==> src/rtl/seq_detector_param_if.sv <==
// Serial detector bus: data bit with valid qualifier, runtime pattern config,
// counter clear, and the match pulse / match count returned by the detector.
interface seq_detector_param_if #(
  parameter int unsigned PAT_W = 6,
  parameter int unsigned CNT_W = 8
);
  localparam int unsigned LEN_W = $clog2(PAT_W + 1);

  logic             in;
  logic             in_valid;
  logic             cfg_load;
  logic [PAT_W-1:0] cfg_pattern;
  logic [LEN_W-1:0] cfg_len;
  logic             cfg_overlap;
  logic             cnt_clr;
  logic             out;
  logic [CNT_W-1:0] match_cnt;

  modport master (
    output in, in_valid, cfg_load, cfg_pattern, cfg_len, cfg_overlap, cnt_clr,
    input  out, match_cnt
  );

  modport slave (
    input  in, in_valid, cfg_load, cfg_pattern, cfg_len, cfg_overlap, cnt_clr,
    output out, match_cnt
  );
endinterface

==> src/rtl/seq_detector_param.sv <==
// Programmable 1..PAT_W-bit serial pattern detector with overlap mode and a
// saturating match counter. Define SEQDET_REGOUT_EN to register the match pulse.
module seq_detector_param #(
  parameter int unsigned      PAT_W     = 6,
  parameter int unsigned      CNT_W     = 8,
  parameter logic [PAT_W-1:0] RESET_PAT = PAT_W'(6'b101011),
  parameter int unsigned      RESET_LEN = 6,
  parameter bit               RESET_OVL = 1'b0
) (
  input logic                 clk,
  input logic                 reset,
  seq_detector_param_if.slave bus
);

  localparam int unsigned      LEN_W   = $clog2(PAT_W + 1);
  localparam int unsigned      LW1     = LEN_W + 1;
  localparam logic [LEN_W-1:0] PAT_W_L = LEN_W'(PAT_W);
  localparam logic [CNT_W-1:0] CNT_MAX = '1;

  logic [PAT_W-1:0] pat_q, pat_d;
  logic [LEN_W-1:0] len_q, len_d;
  logic             ovl_q, ovl_d;
  logic [PAT_W-1:0] hist_q, hist_d;
  logic [LEN_W-1:0] fill_q, fill_d;
  logic [CNT_W-1:0] cnt_q, cnt_d;

  logic [LEN_W-1:0] eff_len_c;
  logic [PAT_W-1:0] win_c;
  logic [PAT_W-1:0] mask_c;
  logic             accept_c;
  logic             fill_ok_c;
  logic             match_c;

  // Mealy match: newest PAT_W bits (history plus current bit) against the low L pattern bits
  always_comb begin
    eff_len_c = (len_q > PAT_W_L) ? PAT_W_L : len_q;
    accept_c  = bus.in_valid & ~bus.cfg_load;
    win_c     = {hist_q[PAT_W-2:0], bus.in};
    mask_c    = '0;
    for (int unsigned i = 0; i < PAT_W; i++) begin
      mask_c[i] = (LEN_W'(i) < eff_len_c);
    end
    fill_ok_c = ({1'b0, fill_q} + LW1'(1)) >= {1'b0, eff_len_c};
    match_c   = accept_c && (eff_len_c != '0) && fill_ok_c &&
                (((win_c ^ pat_q) & mask_c) == '0);
  end

  always_comb begin
    pat_d  = pat_q;
    len_d  = len_q;
    ovl_d  = ovl_q;
    hist_d = hist_q;
    fill_d = fill_q;
    cnt_d  = cnt_q;
    if (bus.cfg_load) begin
      pat_d  = bus.cfg_pattern;
      len_d  = bus.cfg_len;
      ovl_d  = bus.cfg_overlap;
      hist_d = '0;
      fill_d = '0;
    end else if (accept_c) begin
      hist_d = win_c;
      // Non-overlapping mode restarts the fill so the next match needs L fresh bits
      if (match_c && !ovl_q) begin
        fill_d = '0;
      end else if (fill_q < PAT_W_L) begin
        fill_d = fill_q + LEN_W'(1);
      end
    end
    if (bus.cnt_clr) begin
      cnt_d = '0;
    end else if (match_c && (cnt_q != CNT_MAX)) begin
      cnt_d = cnt_q + CNT_W'(1);
    end
  end

  always_ff @(posedge clk or posedge reset) begin
    if (reset) begin
      pat_q  <= RESET_PAT;
      len_q  <= LEN_W'(RESET_LEN);
      ovl_q  <= RESET_OVL;
      hist_q <= '0;
      fill_q <= '0;
      cnt_q  <= '0;
    end else begin
      pat_q  <= pat_d;
      len_q  <= len_d;
      ovl_q  <= ovl_d;
      hist_q <= hist_d;
      fill_q <= fill_d;
      cnt_q  <= cnt_d;
    end
  end

  assign bus.match_cnt = cnt_q;

`ifdef SEQDET_REGOUT_EN
  logic out_q, out_d;

  // match_c is already low during cfg_load, so a load drops any pending pulse
  always_comb begin
    out_d = match_c;
  end

  always_ff @(posedge clk or posedge reset) begin
    if (reset) begin
      out_q <= 1'b0;
    end else begin
      out_q <= out_d;
    end
  end

  assign bus.out = out_q;
`else
  assign bus.out = match_c;
`endif

endmodule

==> src/flat_wrapper.sv <==
// flat-port wrapper written by rule: the top's interface ports become plain ports
module seq_detector_param_flat 
#(
  parameter int unsigned      PAT_W     = 6,
  parameter int unsigned      CNT_W     = 8,
  parameter logic [PAT_W-1:0] RESET_PAT = PAT_W'(6'b101011),
  parameter int unsigned      RESET_LEN = 6,
  parameter bit               RESET_OVL = 1'b0
)
  (clk, reset, bus_in, bus_in_valid, bus_cfg_load, bus_cfg_pattern, bus_cfg_len, bus_cfg_overlap, bus_cnt_clr, bus_out, bus_match_cnt);
  seq_detector_param_if #(.PAT_W(PAT_W), .CNT_W(CNT_W)) bus_i ();
  input logic clk;
  input logic reset;
  input wire logic [$bits(bus_i.in)-1:0] bus_in;
  input wire logic [$bits(bus_i.in_valid)-1:0] bus_in_valid;
  input wire logic [$bits(bus_i.cfg_load)-1:0] bus_cfg_load;
  input wire logic [$bits(bus_i.cfg_pattern)-1:0] bus_cfg_pattern;
  input wire logic [$bits(bus_i.cfg_len)-1:0] bus_cfg_len;
  input wire logic [$bits(bus_i.cfg_overlap)-1:0] bus_cfg_overlap;
  input wire logic [$bits(bus_i.cnt_clr)-1:0] bus_cnt_clr;
  output wire logic [$bits(bus_i.out)-1:0] bus_out;
  output wire logic [$bits(bus_i.match_cnt)-1:0] bus_match_cnt;
  assign bus_i.in = bus_in;
  assign bus_i.in_valid = bus_in_valid;
  assign bus_i.cfg_load = bus_cfg_load;
  assign bus_i.cfg_pattern = bus_cfg_pattern;
  assign bus_i.cfg_len = bus_cfg_len;
  assign bus_i.cfg_overlap = bus_cfg_overlap;
  assign bus_i.cnt_clr = bus_cnt_clr;
  assign bus_out = bus_i.out;
  assign bus_match_cnt = bus_i.match_cnt;
  seq_detector_param #(.PAT_W(PAT_W), .CNT_W(CNT_W), .RESET_PAT(RESET_PAT), .RESET_LEN(RESET_LEN), .RESET_OVL(RESET_OVL)) u_core (.clk(clk), .reset(reset), .bus(bus_i));
endmodule
==> config.mk <==
export PLATFORM = sky130hd
export DESIGN_NAME = seq_detector_param_flat
export DESIGN_NICKNAME = d
export VERILOG_FILES = /design/src/rtl/seq_detector_param_if.sv /design/src/rtl/seq_detector_param.sv /design/src/flat_wrapper.sv
export SDC_FILE = /design/constraint.sdc
export NUM_CORES = 1
export LEC_CHECK = 0
export ABC_CLOCK_PERIOD_IN_PS = 2700
export BUFFER_PORTS_ARGS = -buffer_cell sky130_fd_sc_hd__buf_2
export CORE_UTILIZATION = 40
export DETAILED_ROUTE_END_ITERATION = 16
export GPL_ROUTABILITY_DRIVEN = 0
export HOLD_SLACK_MARGIN = 0.12
export PLACE_DENSITY = 0.59
export SLEW_MARGIN = 20
export SYNTH_ARGS = -nofsm -noshare
export SYNTH_HDL_FRONTEND = slang
export SYNTH_SLANG_ARGS = --single-unit
==> constraint.sdc <==
create_clock -name clk -period 2.7 [get_ports clk]
set_input_delay 0.54 -clock clk [delete_from_list [all_inputs] [get_ports clk]]
set_output_delay 0.54 -clock clk [all_outputs]
set_load 0.05 [all_outputs]
Word-level counts from Yosys, hierarchy flattened
Cells that the tools add are included.

word-level totals
  register bits = 26
  input bits = 16
  output and inout port bits = 9
  word-level logic and storage cells = 44

operators by class
  add/sub/neg operators = 3
  magnitude comparators = 9
  eq/ne operators = 1
  mux-type cells = 9
  bitwise logic cells = 4
  reductions and logical operators = 12

operators by type and width
  kind                                                                 count
  8-bit two-way mux                                                    2
  3-bit two-way mux                                                    5
  5-bit two-way mux                                                    2
  8-bit by 1-bit adder with 8-bit output, second input constant        1
  8-bit inequality test, second input constant                         1
  6-bit AND                                                            1
  6-bit zero test                                                      1
  1-bit by 3-bit < comparator with 1-bit output, first input constant  2
  2-bit by 3-bit < comparator with 1-bit output, first input constant  2
  3-bit < comparator, first input constant                             2
  3-bit nonzero test                                                   2
  6-bit XOR                                                            1
  1-bit logical AND                                                    5
  3-bit by 1-bit adder with 4-bit output, second input constant        1
  4-bit by 3-bit greater-or-equal comparator with 1-bit output         1
  2-bit nonzero test                                                   2
  3-bit by 1-bit adder with 3-bit output, second input constant        1
  3-bit greater-than comparator, second input constant                 1
  3-bit < comparator, second input constant                            1
  2-bit AND reduction                                                  1
  1-bit AND                                                            1
  1-bit zero test                                                      1
  1-bit NOT                                                            1

Depth between registers and ports, before layout
Gate-level depths: netlist (run 1).

  word-level depth = 10
  gate-level depth with buffers = 10
  mapped depth without buffers = 9

Least setup slack after synthesis (run 1)
Ideal clock, no wire load.

  path type = flip-flop to output port
  start point = reg u_core.fill_q[0]
  end point = out bus_out
  arrival = 1.705 ns
  data required time = 2.160 ns
  path slack = 0.455 ns
  cell stages (with the launch flop) = 7
  buffers on the path = 0
  cell sequence = dfrtp_1 > ha_1 > xor2_1 > ha_1 > o211ai_1 > a31oi_2 > and2_2

on the way
  word-level cells in the longest chain between the ends = 4

ends and longest elaborated chain
  item                                                          line                      source
  start: declaration                                            seq_detector_param.sv:24  logic [LEN_W-1:0] fill_q, fill_d;
  start signal: assignment                                      seq_detector_param.sv:90  fill_q <= fill_d;
  3-bit by 1-bit adder with 4-bit output                        seq_detector_param.sv:43  fill_ok_c = ({1'b0, fill_q} + LW1'(1)) >= {1'b0, eff_len_c};
  4-bit by 3-bit greater-or-equal comparator with 1-bit output  seq_detector_param.sv:43
  1-bit logical AND (2 in series)                               seq_detector_param.sv:44  match_c = accept_c && (eff_len_c != '0) && fill_ok_c &&
  end: declaration                                              flat_wrapper.sv:21        output wire logic [$bits(bus_i.out)-1:0] bus_out;

Every way passes these cells.

Final worst setup path (run 1)
  start point = reg u_core.fill_q[1]
  end point = out bus_out

The elaborated chain is that of the path after synthesis.

==> results of run 1 <==
routing by layer:
| metal | global-route usage | routed length, um | part of all wire | vias to the layer above |
|---|---|---|---|---|
| met4 | 0.0422 | 27 | 0.0098 | 0 |
| li1 | - | - | - | 532 |
| met3 | 0.0448 | 75 | 0.027 | 4 |
| met5 | 0 | 0 | 0 | - |
| met1 | 0.214 | 1270 | 0.46 | 537 |
| met2 | 0.290 | 1380 | 0.50 | 17 |
logic make-up (layout without fill, tap and decap cells):
logic type | after synthesis | count (layout) | synth area share
simple gates | 39 | 39 | 0.145
compound gates | 30 | 30 | 0.130
flops | 26 | 26 | 0.475
mux | 14 | 14 | 0.108
buf+inv | 11 | 44 | 0.0470
xor+xnor | 8 | 8 | 0.0506
fa+ha+maj | 5 | 5 | 0.0452
what timing repair did:
action,4_1_cts,5_1_grt
setup buffers,5,2
pin swaps,1,4
resized for setup,3,3
setup endpoints to repair,1,1
worst max path at each step:
stage	from	end	slack [ns]	depth (start not counted)
after detailed placement	u_core.fill_q[0]	u_core.bus.match_cnt[5]	0.27	8
after floorplan	u_core.fill_q[0]	bus_out	0.45	6
final	u_core.fill_q[1]	bus_out	0.04	7
after global routing	u_core.fill_q[1]	bus_out	-0.08	7
after CTS	u_core.len_q[2]	bus_out	0.02	7
after global placement	u_core.fill_q[0]	bus_out	0.31	7
metrics by stage:
| stage | hold slack (ns) | setup TNS (ns) | setup WS [ns] | area, um^2 | total power, W |
|---|---|---|---|---|---|
| 2_1_floorplan | 0.491 | 0 | 0.455 | 1390 | 0.000561 |
| 3_3_place_gp | 0.516 | 0 | 0.312 | 1540 | 0.000593 |
| 3_5_place_dp | 0.524 | 0 | 0.272 | 1540 | 0.000599 |
| 4_1_cts | 0.416 | 0 | 0.0236 | 1640 | 0.000893 |
| 5_1_grt | 0.405 | -0.0812 | -0.0812 | 1670 | 0.000950 |
| 6_report | 0.377 | 0 | 0.0428 | 1670 | 0.000898 |
cell usage after synthesis (all sizes together):
cell / n
dfrtp: 20
nor2: 11
a21oi: 10
nand2: 10
o21ai: 9
mux2: 7
mux2i: 7
dfstp: 6
inv: 6
nand3: 6
xnor2: 6
ha: 5
or3: 4
clkbuf: 3
a21boi: 2
a21o: 2
a31oi: 2
and2: 2
nand3b: 2
o22ai: 2
xor2: 2
a311oi: 1
buf: 1
clkdlybuf4s25: 1
nor2b: 1
nor3: 1
o211ai: 1
o31ai: 1
or2: 1
or4: 1
power by group:
part / total [W] / switching [W] / internal [W] / leakage [nW]
registers: 0.000439 / 0.0000191 / 0.000420 / 0.330
logic: 0.000185 / 0.0000906 / 0.0000946 / 0.418
clock network: 0.000274 / 0.000123 / 0.000150 / 0.0279
total: 0.000898 / 0.000233 / 0.000665 / 0.777
sequential cells by signal, indices dropped and copies added (netlist names):
name and count:
u_core.bus.match_cnt 8, u_core.fill_q 3, u_core.hist_q 5, u_core.len_q 3
u_core.ovl_q 1, u_core.pat_q 6
critical path, cell delays in order, from the launching register on:
cell and delay [ns]:
dfrtp_1 0.41, ha_2 0.20, xor2_1 0.15, ha_1 0.33
o211ai_1 0.12, a31oi_2 0.25, and2_4 0.19, buf_8 0.14
cell type report:
cell class | count | area share
clock buffer | 3 | 0.0135
clock inverter | 1 | 0.0180
tap | 46 | 0.0346
timing repair buffer | 34 | 0.123
multi-input combinational | 96 | 0.402
sequential | 26 | 0.395
inverter | 6 | 0.0135
==> results.sh, run 1 <==
export IMPL_status="complete, no violations"
export IMPL_gr_total_overflow=0
export IMPL_first_pass_iters=4
export IMPL_required_ns=2.16
export IMPL_first_iter_violations=32
export IMPL_setup_viol=0
export IMPL_multi_input_area_um2=669
export IMPL_dp_hpwl_mm=1.95
export IMPL_grt_antenna_before_repair=0
export IMPL_seq_area_frac_synth=0.475
export IMPL_syn_area_mm2=0.00139
export IMPL_grtUsageTotal=0.170
export IMPL_slew_viol_final=0
export IMPL_synthCells=133
export IMPL_htree_num_levels=1
export IMPL_drt_wl_total_mm=2.75
export IMPL_hold_path_class="in -> async"
export IMPL_num_io_pins=25
export IMPL_synth_warnings=0
export IMPL_via_per_inst=5.14
export IMPL_critPathLaunchType="flip-flop"
export IMPL_fill_cells=347
export IMPL_synth_nets=154
export IMPL_drive_above_1_share=0.355
export IMPL_cts_hold_buf=0
export IMPL_timing_rr_end="u_core.bus.match_cnt[5]"
export IMPL_cts_clk_slew_worst_paths_ns=0.15
export IMPL_antenna_left=0
export IMPL_finalNonFillerCells=212
export IMPL_grt_pass1_vias=1040
export IMPL_cts_sinks=26
export IMPL_area_growth_pct=20.2
export IMPL_io_buffers=24
export IMPL_final_seq_area_um2=658
export IMPL_cts_tree="done"
export IMPL_avgSynthCellArea_um2=10.4
export IMPL_die_x_um=60.8
export IMPL_core_mm2=0.00334
export IMPL_finalCriticalPeriod_ns=2.66
export IMPL_cp_max_fo=3
export IMPL_clockBufferDepth=2
export IMPL_row_count=21
export IMPL_synth_area_leaders="dfrtp_1 36%, dfstp_2 11%, mux2_2 5.7%, mux2i_1 5.1%, ha_1 4.5%"
export IMPL_peakVddDrop_v=0.000395
export IMPL_cts_buffers=3
export IMPL_synth_top_cell_by_area="dfrtp_1"
export IMPL_power_density_mw_per_mm2=539
export IMPL_grt_setup_unrepaired="yes"
export IMPL_finalCritPeriodShare=0.984
export IMPL_route_vias_total=1090
export IMPL_clock_latency_ns=0.33
export IMPL_grt_pass1_wl_mm=4.59
export IMPL_cp_arrival_ns=2.12
export IMPL_ys_types=35
export IMPL_rrSetupSlack_ns=0.25
export IMPL_p_leak_nw=0.777
export IMPL_mostFrequentLayoutCells="23 x buf_2, 20 x dfrtp_1, 10 x nor2_1, 10 x nand2_1, 10 x buf_4"
export IMPL_die_height_um=60.8
export IMPL_grt_max_degree=25
export IMPL_wl_per_cell_um=13.0
export IMPL_start_util=0.415
export IMPL_finClkSkew_ns=0.00571
export IMPL_layout_commonest_cell="buf_2"
export IMPL_finalNetCount=188
export IMPL_max_freq_ghz=0.376
export IMPL_drc_errors=0
export IMPL_endpoint_kind="primary output"
export IMPL_die_area_mm2=0.00370
export IMPL_ff2ff_path_depth=8
export IMPL_yosys_register_bits=26
export IMPL_cts_root_buf="clkbuf_4"
export IMPL_dpl_cell_count=201
export IMPL_diodes=0
export IMPL_critPathKind="reg -> out"
export IMPL_tightest_slew_ns=0.912
export IMPL_postLayoutCoreUtil=0.499
export IMPL_reg2reg_from="u_core.fill_q[1]"
export IMPL_hold_viol=0
export IMPL_yosysTopAreaCellShare=0.361
export IMPL_relSlewSlack=0.391
export IMPL_max_cap_violations=0
(Power assumes the default switching activity.)
==> run 2, diff against run 1 <==
==> constraint.sdc (replaced) <==
create_clock -name clk -period 2.7 [get_ports clk]
set_input_delay 0.54 -clock clk [delete_from_list [all_inputs] [get_ports clk]]
set_output_delay 0.54 -clock clk [all_outputs]
set_load 0.02 [all_outputs]
==> run 2 against run 1 <==
Net effect: register-to-register slack better by 0.06 ns; combinational power about the same; non-clock buffer count decreased by 1; via count down 0.73%; core utilization decreased by 0.34 points; highest routed layer unchanged; clock skew down 0.0024 ns; critical path depth unchanged; largest cell class unchanged.
==> results.sh, run 2 (synthesis results as in run 1) <==
export IMPL_critPathLaunchType="flip-flop"
export IMPL_io_buffers=24
export IMPL_tightest_slew_ns=0.967
export IMPL_cts_buffers=3
export IMPL_core_mm2=0.00334
export IMPL_diodes=0
export IMPL_endpoint_kind="primary output"
export IMPL_finalNetCount=187
export IMPL_finalCriticalPeriod_ns=2.60
export IMPL_fill_cells=332
export IMPL_area_growth_pct=19.4
export IMPL_cp_max_fo=3
export IMPL_clockBufferDepth=2
export IMPL_largest_register_ffs=8
export IMPL_hold_viol=0
export IMPL_start_util=0.415
export IMPL_mostFrequentLayoutCells="23 x buf_2, 20 x dfrtp_1, 10 x nor2_1, 10 x nand2_1"
export IMPL_max_freq_ghz=0.384
export IMPL_grt_pass1_vias=1007
export IMPL_placed_cell_area_mm2=0.00154
export IMPL_grt_pass1_wl_mm=4.37
export IMPL_die_x_um=60.8
export IMPL_cts_root_buf="clkbuf_4"
export IMPL_num_io_pins=25
export IMPL_dp_hpwl_mm=1.95
export IMPL_drt_wl_total_mm=2.74
export IMPL_finalNonFillerCells=211
export IMPL_timing_hold_ws_ns=0.399
export IMPL_p_leak_nw=0.770
export IMPL_tns_ns=0
export IMPL_relSlewSlack=0.355
export IMPL_htree_num_levels=1
export IMPL_via_per_inst=5.13
export IMPL_max_cap_violations=0
export IMPL_design_area_mm2=0.00165
export IMPL_layout_commonest_cell="buf_2"
export IMPL_cts_tree="done"
export IMPL_grt_max_degree=26
export IMPL_cts_clk_slew_worst_paths_ns=0.15
export IMPL_row_count=21
export IMPL_gr_total_overflow=0
export IMPL_route_vias_total=1082
export IMPL_finalCritPeriodShare=0.964
export IMPL_drc_errors=0
export IMPL_drive_above_1_share=0.352
export IMPL_dpl_cell_count=200
export IMPL_finClkSkew_ns=0.00333
export IMPL_slew_viol_final=0
export IMPL_multi_input_area_um2=669
export IMPL_first_iter_violations=41
export IMPL_antenna_left=0
export IMPL_wl_per_cell_um=13.0
export IMPL_first_pass_iters=4
export IMPL_die_height_um=60.8
export IMPL_setup_viol=0
export IMPL_status="complete, no violations"
export IMPL_peakVddDrop_v=0.000350
export IMPL_cp_arrival_ns=2.06
export IMPL_power_density_mw_per_mm2=542
export IMPL_postLayoutCoreUtil=0.496
export IMPL_die_area_mm2=0.00370
export IMPL_critPathKind="reg -> out"
export IMPL_grt_antenna_before_repair=0
export IMPL_cts_sinks=26
export IMPL_required_ns=2.16
export IMPL_hold_path_class="in -> async"
export IMPL_clock_latency_ns=0.33
export IMPL_final_seq_area_um2=658
export IMPL_grtUsageTotal=0.161
==> run 2: cell types whose count changed in the layout (fill, tap and decap cells not counted) <==
cell,previous run,this run
buf_8,1,0
buf_6,0,1
buf_4,10,9
==> run 2: timing repair <==
item | in CTS | in global routing
setup endpoints to repair | 1 | 1
buffers inserted | 5 | 2
pin swaps | 0 | 3
resized for setup | 0 | 5
hold buffers | 0 | 0
==> run 2: area by class of cell <==
type	instances	share of cell area
Tap cell	46	0.0348
Timing Repair Buffer	33	0.117
Clock inverter	1	0.0182
Inverter	6	0.0136
Clock buffer	3	0.0136
Sequential cell	26	0.398
Multi-Input combinational cell	96	0.405
==> run 2: report_power, final <==
part           leakage [nW]  switching, W  internal, W  total, W
registers             0.330     0.0000197     0.000420  0.000440
logic                 0.412     0.0000872    0.0000943  0.000182
clock network        0.0279      0.000125     0.000150  0.000275
==> run 2: per-stage QoR <==
| stage | power [W] | worst slack [ns] |
|---|---|---|
| 6_report | 0.000896 | 0.0984 |
| 5_1_grt | 0.000944 | -0.0137 |
| 4_1_cts | 0.000890 | 0.0130 |
| 3_5_place_dp | 0.000596 | 0.268 |
| 3_3_place_gp | 0.000589 | 0.346 |
| 2_1_floorplan | 0.000558 | 0.552 |
==> run 2: path summary, 6_finish.rpt <==
path                       cells after the start                       to             start  slack (ns)
setup / recovery                               7                  bus_out  u_core.fill_q[0]         0.1
hold / removal                                 2  u_core.bus.match_cnt[4]             reset        0.40
setup reg to reg                               8  u_core.bus.match_cnt[5]  u_core.fill_q[0]        0.31
hold reg to reg                                1          u_core.pat_q[4]   u_core.pat_q[4]        0.55
max in group asynchronous                      3          u_core.pat_q[3]             reset        1.61
min in group clk                               3             u_core.ovl_q   bus_cfg_overlap        0.42
==> run 2: layer usage <==
layer | global-route usage | share of wire
met1 | 0.192 | 0.44
met2 | 0.294 | 0.52
met3 | 0.0384 | 0.029
met4 | 0.0357 | 0.0055
met5 | 0 | 0
==> run 2: worst max-delay path, cell delays in order, from the launching register on <==
cell	delay, ns
dfrtp_1	0.42
ha_2	0.21
xor2_1	0.15
ha_1	0.32
o211ai_1	0.10
a31oi_2	0.21
and2_4	0.20
buf_6	0.11
